**src/rtl/mem_port_arbiter.sv**
```systemverilog
// mem_port_arbiter: shares the unified memory port between instruction fetch
// and the MEM-stage load/store unit. Data requests have fixed priority.
// Optional feature macro: MEM_ARB_TIMEOUT_EN (bus timeout with d_err pulse).
module mem_port_arbiter #(
   parameter int unsigned ADDR_W  = 32,
   parameter int unsigned DATA_W  = 32,
   parameter int unsigned TIMEOUT = 255
) (
   input  logic              clk,
   input  logic              rst,
   input  logic              if_req,
   input  logic [ADDR_W-1:0] if_addr,
   input  logic              flush,
   input  logic              d_req,
   input  logic              d_we,
   input  logic [ADDR_W-1:0] d_addr,
   input  logic [DATA_W-1:0] d_wdata,
   input  logic [3:0]        d_be,
   output logic              if_ack,
   output logic [DATA_W-1:0] if_insn,
   output logic              d_ack,
   output logic [DATA_W-1:0] d_rdata,
   output logic              d_err,
   output logic              stall,
   output logic              m_req,
   output logic              m_we,
   output logic [ADDR_W-1:0] m_addr,
   output logic [DATA_W-1:0] m_wdata,
   output logic [3:0]        m_be,
   input  logic              m_ack,
   input  logic [DATA_W-1:0] m_rdata
);

   typedef enum logic [1:0] {
      IDLE    = 2'd0,
      IF_BUSY = 2'd1,
      D_BUSY  = 2'd2
   } state_t;

   state_t              r_state;
   logic                r_drop;
   logic                r_if_ack;
   logic [DATA_W-1:0]   r_if_insn;
   logic                r_d_ack;
   logic [DATA_W-1:0]   r_d_rdata;
   logic                r_m_req;
   logic                r_m_we;
   logic [ADDR_W-1:0]   r_m_addr;
   logic [DATA_W-1:0]   r_m_wdata;
   logic [3:0]          r_m_be;
   logic                w_if_drop;

`ifdef MEM_ARB_TIMEOUT_EN
   localparam int unsigned CNT_W = ($clog2(TIMEOUT + 1) > 8) ? $clog2(TIMEOUT + 1) : 8;
   localparam logic [DATA_W-1:0] NOP = '0;
   logic [CNT_W-1:0]    r_cnt;
   logic                r_d_err;
`endif

   // A fetch result is discarded if flush was seen earlier in this access or
   // arrives together with the completion.
   assign w_if_drop = r_drop | flush;

   // Arbitration FSM with registered memory handshake and result returns.
   // The ack-pulse guards stop a requester that still holds its request in
   // its ack cycle from being granted a second, duplicate access.
   always_ff @(posedge clk or posedge rst) begin
      if (rst) begin
         r_state   <= IDLE;
         r_drop    <= 1'b0;
         r_if_ack  <= 1'b0;
         r_if_insn <= '0;
         r_d_ack   <= 1'b0;
         r_d_rdata <= '0;
         r_m_req   <= 1'b0;
         r_m_we    <= 1'b0;
         r_m_addr  <= '0;
         r_m_wdata <= '0;
         r_m_be    <= '0;
`ifdef MEM_ARB_TIMEOUT_EN
         r_cnt     <= '0;
         r_d_err   <= 1'b0;
`endif
      end else begin
         r_if_ack <= 1'b0;
         r_d_ack  <= 1'b0;
`ifdef MEM_ARB_TIMEOUT_EN
         r_d_err  <= 1'b0;
`endif
         case (r_state)
            IDLE: begin
               r_drop <= 1'b0;
               if (d_req && !r_d_ack) begin
                  r_m_req   <= 1'b1;
                  r_m_we    <= d_we;
                  r_m_addr  <= d_addr;
                  r_m_wdata <= d_wdata;
                  r_m_be    <= d_be;
                  r_state   <= D_BUSY;
`ifdef MEM_ARB_TIMEOUT_EN
                  r_cnt     <= '0;
`endif
               end else if (if_req && !flush && !r_if_ack) begin
                  r_m_req   <= 1'b1;
                  r_m_we    <= 1'b0;
                  r_m_addr  <= if_addr;
                  r_m_be    <= 4'hF;
                  r_state   <= IF_BUSY;
`ifdef MEM_ARB_TIMEOUT_EN
                  r_cnt     <= '0;
`endif
               end
            end
            IF_BUSY: begin
               if (flush) r_drop <= 1'b1;
               if (m_ack) begin
                  r_m_req <= 1'b0;
                  r_state <= IDLE;
                  r_drop  <= 1'b0;
                  if (!w_if_drop) begin
                     r_if_ack  <= 1'b1;
                     r_if_insn <= m_rdata;
                  end
               end
`ifdef MEM_ARB_TIMEOUT_EN
               else if (r_cnt == CNT_W'(TIMEOUT - 1)) begin
                  r_m_req <= 1'b0;
                  r_state <= IDLE;
                  r_drop  <= 1'b0;
                  if (!w_if_drop) begin
                     r_if_ack  <= 1'b1;
                     r_d_err   <= 1'b1;
                     r_if_insn <= NOP;
                  end
               end else begin
                  r_cnt <= r_cnt + CNT_W'(1);
               end
`endif
            end
            D_BUSY: begin
               if (m_ack) begin
                  r_m_req <= 1'b0;
                  r_state <= IDLE;
                  r_d_ack <= 1'b1;
                  if (!r_m_we) r_d_rdata <= m_rdata;
               end
`ifdef MEM_ARB_TIMEOUT_EN
               else if (r_cnt == CNT_W'(TIMEOUT - 1)) begin
                  r_m_req <= 1'b0;
                  r_state <= IDLE;
                  r_d_ack <= 1'b1;
                  r_d_err <= 1'b1;
                  if (!r_m_we) r_d_rdata <= '0;
               end else begin
                  r_cnt <= r_cnt + CNT_W'(1);
               end
`endif
            end
            default: r_state <= IDLE;
         endcase
      end
   end

   assign if_ack  = r_if_ack;
   assign if_insn = r_if_insn;
   assign d_ack   = r_d_ack;
   assign d_rdata = r_d_rdata;
   assign m_req   = r_m_req;
   assign m_we    = r_m_we;
   assign m_addr  = r_m_addr;
   assign m_wdata = r_m_wdata;
   assign m_be    = r_m_be;

`ifdef MEM_ARB_TIMEOUT_EN
   assign d_err = r_d_err;
`else
   assign d_err = 1'b0;
`endif

   // Stall drops in the ack cycle so the stage register captures the result.
   assign stall = (if_req & ~r_if_ack) | (d_req & ~r_d_ack);

endmodule

```
**config.mk**
```make
export PLATFORM = sky130hd
export DESIGN_NAME = mem_port_arbiter
export DESIGN_NICKNAME = d
export VERILOG_FILES = /design/src/rtl/mem_port_arbiter.sv
export SDC_FILE = /design/constraint.sdc
export NUM_CORES = 1
export LEC_CHECK = 0
export ABC_CLOCK_PERIOD_IN_PS = 6200
export BUFFER_PORTS_ARGS = -buffer_cell sky130_fd_sc_hd__buf_4
export CAP_MARGIN = 20
export CORE_MARGIN = 5
export CORE_UTILIZATION = 35
export CTS_CLUSTER_DIAMETER = 100
export DETAILED_ROUTE_END_ITERATION = 8
export HOLD_SLACK_MARGIN = 0.15
export SYNTH_ARGS = -nofsm -noshare
export SYNTH_HDL_FRONTEND = slang
export SYNTH_SLANG_ARGS = --single-unit
```
**constraint.sdc**
```tcl
create_clock -name clk -period 6.2 [get_ports clk]
set_input_delay 0.62 -clock clk [delete_from_list [all_inputs] [get_ports clk]]
set_output_delay 0.62 -clock clk [all_outputs]
set_load 0.01 [all_outputs]
```
Word-level counts from Yosys, hierarchy flattened

Index checks and enable logic that the tools add are counted.

Register bits after elaboration: 139
Input port bits: 139
Output and inout port bits: 138
Word-level logic and storage cells: 64

Bitwise gates (word level): 8
Equal/unequal tests: 5
Mux-type cells: 22
Reduce and logical (&&, ||, !) cells: 18

Operators with widths:

| cell                 | count |
|---|---|
| $mux W32             | 2 |
| $mux W1              | 12 |
| $reduce_and A3 Y1    | 3 |
| $mux W4              | 2 |
| $reduce_and A2 Y1    | 4 |
| $mux W2              | 3 |
| $ne A3 B3 Y1 const B | 2 |
| $reduce_bool A2 Y1   | 3 |
| $not A1 Y1           | 4 |
| $pmux W1 S2          | 2 |
| $pmux W2 S2          | 1 |
| $logic_and A1 B1 Y1  | 3 |
| $logic_not A1 Y1     | 3 |
| $and A1 B1 Y1        | 2 |
| $eq A2 B1 Y1 const B | 1 |
| $eq A2 B2 Y1 const B | 1 |
| $logic_not A2 Y1     | 1 |
| $ne A2 B1 Y1 const B | 1 |
| $or A1 B1 Y1         | 2 |
| $reduce_or A2 Y1     | 1 |

Logic depth before layout (Yosys ltp)

Gate-level depths: netlist (run 1).

Depth after elaboration: 6
Gate-level depth with buffers: 7

Worst setup path after synthesis (run 1)

Ideal clock, no wire load.

Path kind: input -> register
From: input flush
To: register r_m_addr[0], in the netlist m_addr[0]
Arrival: 1783 ps
Cell stages on the path: 5
Setup time: 125 ps
Path slack: 4291 ps
Path buffers: 2
Required time: 6075 ps
Path through: or3b_4 a21boi_2 buf_6 buf_8 mux2_4

Longest elaborated chain between the ends: 5

Ends and longest elaborated chain:

| item                             | line | text |
|---|---|---|
| from (decl)                      | 13   | `input logic flush,` |
| $logic_not A1 Y1                 | 103  | `end else if (if_req && !flush && !r_if_ack) begin` |
| $logic_and A1 B1 Y1 (2 in a row) | 103  |  |
| $reduce_bool A2 Y1 (no line)     | --   |  |
| $reduce_and A2 Y1 (no line)      | --   |  |
| to (signal assigned)             | 96   | `r_m_addr <= d_addr;` |
| to (signal assigned)             | 106  | `r_m_addr <= if_addr;` |
| to (decl)                        | 48   | `logic [ADDR_W-1:0] r_m_addr;` |

Every way passes these cells.
A chain may end at the register's enable or synchronous reset.

Worst setup path after layout (run 1)

From: register r_d_ack, in the netlist d_ack
To: output stall

Longest elaborated chain between the ends: 3

Ends and longest elaborated chain:

| item                   | line | text |
|---|---|---|
| from (decl)            | 44   | `logic r_d_ack;` |
| from (signal assigned) | 73   | `r_d_ack <= 1'b0;` |
| from (signal assigned) | 86   | `r_d_ack <= 1'b0;` |
| from (signal assigned) | 144  | `r_d_ack <= 1'b1;` |
| $not A1 Y1             | 181  | `assign stall = (if_req & ~r_if_ack) \| (d_req & ~r_d_ack);` |
| $and A1 B1 Y1          | 181  |  |
| $or A1 B1 Y1           | 181  |  |
| to (decl)              | 24   | `output logic stall,` |

Every way passes these cells.

==> results of run 1 <==
==> logic make-up (layout without fill, tap and decap cells) <==
logic type      count (synthesis)  count (layout)  share of synthesized area (%)
fa+ha+maj                       3               3                         0.6635
other cells                     1               1                        0.06628
mux                           160             160                          32.04
buf+inv                        25             316                          2.477
flops                         139             139                          61.48
simple gates                   14              14                          1.349
compound gates                 14              14                          1.924
==> area by class of cell <==
| class | instances | area (sq um) | area share, % |
|---|---|---|---|
| clock buffers | 23 | 478.0 | 5.624 |
| clock inverters | 7 | 67.56 | 0.7951 |
| inverters | 5 | 23.77 | 0.2797 |
| multi-input cells | 192 | 2051 | 24.13 |
| flip-flops and latches | 139 | 3478 | 40.93 |
| well taps | 216 | 270.3 | 3.180 |
| repair buffers | 281 | 2130 | 25.06 |
==> metrics by stage <==
| stage | setup slack, ns | hold slack (ns) |
|---|---|---|
| 3_3_place_gp | 3.706 | 0.4854 |
| 3_5_place_dp | 3.641 | 0.4841 |
| 6_report | 3.826 | 0.2945 |
| 5_1_grt | 3.705 | 0.3208 |
| 4_1_cts | 3.767 | 0.2979 |
| 2_1_floorplan | 1.855 | 0.4668 |
==> layout by cell type, fill, tap and decap left out, types with 2 or more instances in the layout <==
master      Yosys  layout
nor2_1          4       4
o21ai_0         2       2
nor2b_1         3       3
clkinvlp_4      0       3
buf_4           3     280
clkbuf_1        2       3
nand2_1         2       2
clkbuf_16       0      17
dfrtp_1       139     139
o22a_1          4       4
clkinv_2        0       3
mux2_4          3       3
inv_1           5       4
ha_1            3       3
mux2_2        157     157
clkbuf_8        0       3
==> critical path, cell delays in order, from the launching register on <==
cell,delay [ns]
dfrtp_1,0.36
nand2b_2,0.12
buf_4,0.39
o21ai_0,0.26
buf_4,0.21
==> state kept, by name, summed over array words and instances, names as in the netlist <==
name and cells:
m_addr 32, d_rdata 32, r_drop 1, m_wdata 32
m_req 1, m_be 4, if_insn 32, m_we 1
d_ack 1, r_state 2, if_ack 1
==> worst paths after layout <==
kind	startpoint	end	slack [ns]	cells past startpoint
worst max-delay path	d_ack	stall	3.83	4
worst min-delay path	rst	d_rdata[23]	0.29	2
worst max register to register	d_ack	m_addr[15]	3.95	5
worst min register to register	m_be[3]	m_be[3]	0.50	1
max in group asynchronous	rst	if_insn[0]	4.88	4
min in group clk	d_wdata[25]	m_wdata[25]	0.44	2
==> power groups by stage <==
| stage | combinational (mW) | sequential (mW) | clock, mW |
|---|---|---|---|
| after floorplan | 0.716 | 1.80 | 0 |
| after global placement | 1.85 | 1.60 | 0 |
| after detailed placement | 1.88 | 1.62 | 0 |
| after CTS | 1.88 | 1.61 | 0.960 |
| after global routing | 1.99 | 1.66 | 1.00 |
| final | 1.84 | 1.61 | 0.929 |
==> metal layers <==
| layer | vias to the layer above | wire length, um |
|---|---|---|
| li1 | 1827 | - |
| met1 | 1912 | 5587 |
| met2 | 189 | 7565 |
| met3 | 15 | 2066 |
| met4 | 0 | 197 |
| met5 | - | 0 |
==> metrics.csv, run 1 <==
metric;value;unit
final_area;8498;sq um
cts_setup_buffers;0;
fin_setup_tns;0;ns
ant_nets;0;
ctsHoldBuffers;0;
finalMaxSlewViolations;0;
crit_type;flop to output pin;
drc;0;
nNetsFinal;778;
grt_pass1_wl;23.21;mm
dr.pass1.iters;4;
die_w;137.1;um
die_h;137.1;um
vias;3943;
placedCellCount;832;
fin_skew;0.007579;ns
yosys_warnings;0;
synth_edf_count;0;
relSlewSlack;42.89;%
post-route-period-util;38.29;%
grt_setup_unrepaired;false;
utilization;53.50;%
htreeDepth;4;
worst-endpoint-required;5.58;ns
crit_path_end_kind;output pin;
placementRows;46;
io_buffers;275;
hpwl;11.78;mm
synthArstFlopShare;100.0;%
antenna_found_initial;0;
seqPwrFrac;36.7;%
numCtsBuffers;17;
worst_hold_path_type;input port to async pin;
intPower;3.023;mW
tightestPinTransition;0.8567;ns
cts_tree;yes;
grt_pass1_vias;4295;
diodes;0;
cts_resized;0;
core-area;15890;sq um
pwr-share-clk;21.2;%
combinationalPowerShare;42.1;%
synth.largest_area_cell;dfrtp_1;
clockRootBuffer;clkbuf_16;
wire_per_inst;17.86;um
synth.most_common_cell;mux2_2;
hold_viol;0;
min_period;2.374;ns
cts_sinks;139;
final-setup-viol-count;0;
startpoint_type;flop;
status;complete, no violations;
cts_buffer_depth;2;
syn_inst;356;
nFillCells;1372;
synth_commonest_cells;mux2_2, dfrtp_1, buf_2;
grt_use_met1;17.82;%
power_switching;1.355;mW
fp.dieArea;18810;sq um
synthFlopType;dfrtp_1;
ys_types;29;
switching_share;30.95;%
avgSynthCellArea;15.89;sq um
max_cap_violations;0;
totalWireLength;15.42;mm
p_per_area;515.2;nW/um^2
layout-drive-gt1-share;73.11;%
first_iter_violations;56;
layout.cells.non_filler;863;
gp_congestion;0.7260;
power.leakage;4.053;nW
synth_top_area_share;61.48;%
seq_area_frac_synth;61.48;%
grt_max_degree;78;
busiest_layer;met2;
start_util;35.62;%
power.total;4.378;mW
grtUsageMet2;26.54;%
place_area;7925;sq um
ir_worst_vdd;0.2820;mV
syn2layout_area_growth;50.20;%
ys_seq_elements;139;
syn_area;5658;sq um
path_max_fanout;36;
grt_usage;16.15;%
use_met3;8.787;%
clk-insertion-delay-late;0.41;ns
grt-ovfl-total;0;
via_per_inst;4.569;
fmaxAchievable;421.2;MHz
cp.arrival;1.75;ns
io_pins;277;
syn-num-nets;498;
clkTransAtPathRegs;0.05;ns
netlist_top_cells_area;dfrtp_1, mux2_2, buf_2;
No activity file was read; power rests on OpenSTA's default activity.
==> run 2, diff against run 1 <==
- ABC_CLOCK_PERIOD_IN_PS: 6200 -> 2200
- clock period: 6.2 -> 2.2 ns (I/O delays scaled with it)
==> run 2 against run 1 <==
- sequential power rose to 2.8 times the previous value
- sequential share of layout area decreased by 3.5 points
- count of clock-buffer cells in the layout grew 3
- power rose to 2.9 times the previous value
- worst setup slack worse by 3.7 ns
- utilization up 5.0 points
- cell area is 9.4% higher
- clock power rose to 2.9 times the previous value
==> metrics.csv, run 2 (synthesis results as in run 1) <==
metric;value;unit
grt_pass1_vias;4749;
fin_skew;0.007239;ns
dp_slack;0.3607;ns
fin_ws;0.1671;ns
cts_tree;yes;
wl_met1;6.001;mm
grt_max_degree;140;
cpMostUsedCell;buf_4;
clkTransAtPathRegs;0.06;ns
grt_usage;16.96;%
final_common_cell;buf_4;
crit_path_end_kind;output pin;
first_iter_violations;84;
clockRootBuffer;clkbuf_16;
cts_buffer_depth;2;
status;complete, no violations;
io_buffers;275;
relSlewSlack;45.53;%
p_per_area;1354;nW/um^2
rr_endpoint;m_addr[6];
via_per_inst;4.519;
worst-endpoint-required;1.98;ns
pwr-share-clk;21.3;%
reg2reg_from;r_state[0];
wire_per_inst;17.11;um
route.met3.wl;1.908;mm
fmaxAchievable;491.9;MHz
core-area;15890;sq um
crit_cells;4;
grt_pass1_wl;24.75;mm
post-route-period-util;92.41;%
intPower;8.737;mW
cts_setup_buffers;0;
min_period;2.033;ns
ant_nets;0;
syn2layout_area_growth;64.35;%
crit_chain;nand2b_2, buf_4, o21ai_0, buf_4;
dr.pass1.iters;4;
die_w;137.1;um
startpoint_type;flop;
cts_sinks;139;
route.top_layer_used;met4;
final_area;9299;sq um
max_cap_violations;0;
gp_congestion;0.7754;
place_area;8015;sq um
multi_input_area;2049;sq um
die_h;137.1;um
switching_share;30.61;%
power.leakage;4.391;nW
totalWireLength;16.11;mm
crit_type;flop to output pin;
layout_common_cells;buf_4, mux2_2, dfrtp_1;
nNetsFinal;853;
placementRows;46;
critical-path-top-delay-family;buffers and inverters;
r2r.worst_path.cells;5;
crit_start;d_ack;
tightestPinTransition;0.8171;ns
numCtsBuffers;17;
seq_area;3478;sq um
grt-ovfl-total;0;
finalMaxSlewViolations;0;
layout-drive-gt1-share;65.61;%
endpoint;stall;
hold_viol;0;
cpPeakStageDelay;0.41;ns
power_switching;3.855;mW
grt_setup_unrepaired;false;
final-setup-viol-count;0;
vias;4252;
critPathSlowestCell;buf_4;
ir_worst_vdd;0.6667;mV
hpwl;11.78;mm
antenna_found_initial;0;
utilization;58.54;%
combinationalPowerShare;42.9;%
htreeDepth;4;
regToRegSetupSlack;0.36;ns
path_max_fanout;30;
fp.dieArea;18810;sq um
worst_hold_path_type;input port to flop;
nFillCells;1316;
drc;0;
crit_buf_inv;2;
seqPwrFrac;35.8;%
start_util;35.62;%
io_pins;277;
fin_setup_tns;0;ns
clk-insertion-delay-late;0.41;ns
cp.arrival;1.81;ns
power.total;12.59;mW
wl_met2;7.983;mm
## run 2: worst min path at each step
stage,end,slack [ns],startpoint,cells past startpoint
floorplan,m_we,0.37,d_we,2
global placement,m_wdata[10],0.45,d_wdata[10],2
detailed placement,m_wdata[9],0.46,d_wdata[9],2
CTS,m_addr[24],0.15,d_addr[24],3
global route,m_addr[24],0.16,d_addr[24],3
finish,m_addr[24],0.17,d_addr[24],3
## run 2: what timing repair did
item,in CTS,in global routing
endpoints found under the hold margin,242,0
resized for setup,0,0
hold buffers,72,0
## run 2: cell type report
| cell class | instances | share of cell area [%] |
|---|---|---|
| timing repair buffer | 356 | 31.35 |
| clock buffer | 26 | 5.369 |
| multi-input combinational | 192 | 22.04 |
| sequential | 139 | 37.41 |
| clock inverter | 6 | 0.6593 |
| inverter | 5 | 0.2422 |
| antenna | 1 | 0.02691 |
| tap | 216 | 2.906 |
## run 2: layer usage
metal  up-vias  GRT usage [%]
met3        14          7.390
met5         -              0
met1      2083          19.21
met4         0          4.767
li1       1977              -
met2       178          29.13
## run 2: worst reg2reg max path, delay by kind of cell (launching register included)
family | cells | cell delay [ns]
AOI/OAI and AO/OA | 1 | 0.42
DFF | 1 | 0.38
muxes | 1 | 0.35
buffers and inverters | 2 | 0.30
adders and majority gates | 1 | 0.28
## run 2: through the flow
stage | hold WS [ns] | std cells
2_1_floorplan | 0.3669 | 356
6_report | 0.1730 | 941
3_3_place_gp | 0.4535 | 836
3_5_place_dp | 0.4566 | 836
4_1_cts | 0.1523 | 940
5_1_grt | 0.1569 | 940
## run 2: power groups by stage
stage               Sequential, mW  Clock [mW]  Combinational [mW]
floorplan                     5.07           0                2.02
global placement              4.50           0                5.30
detailed placement            4.55           0                5.40
CTS                           4.53        2.77                5.51
global route                  4.68        2.87                5.81
finish                        4.51        2.68                5.40
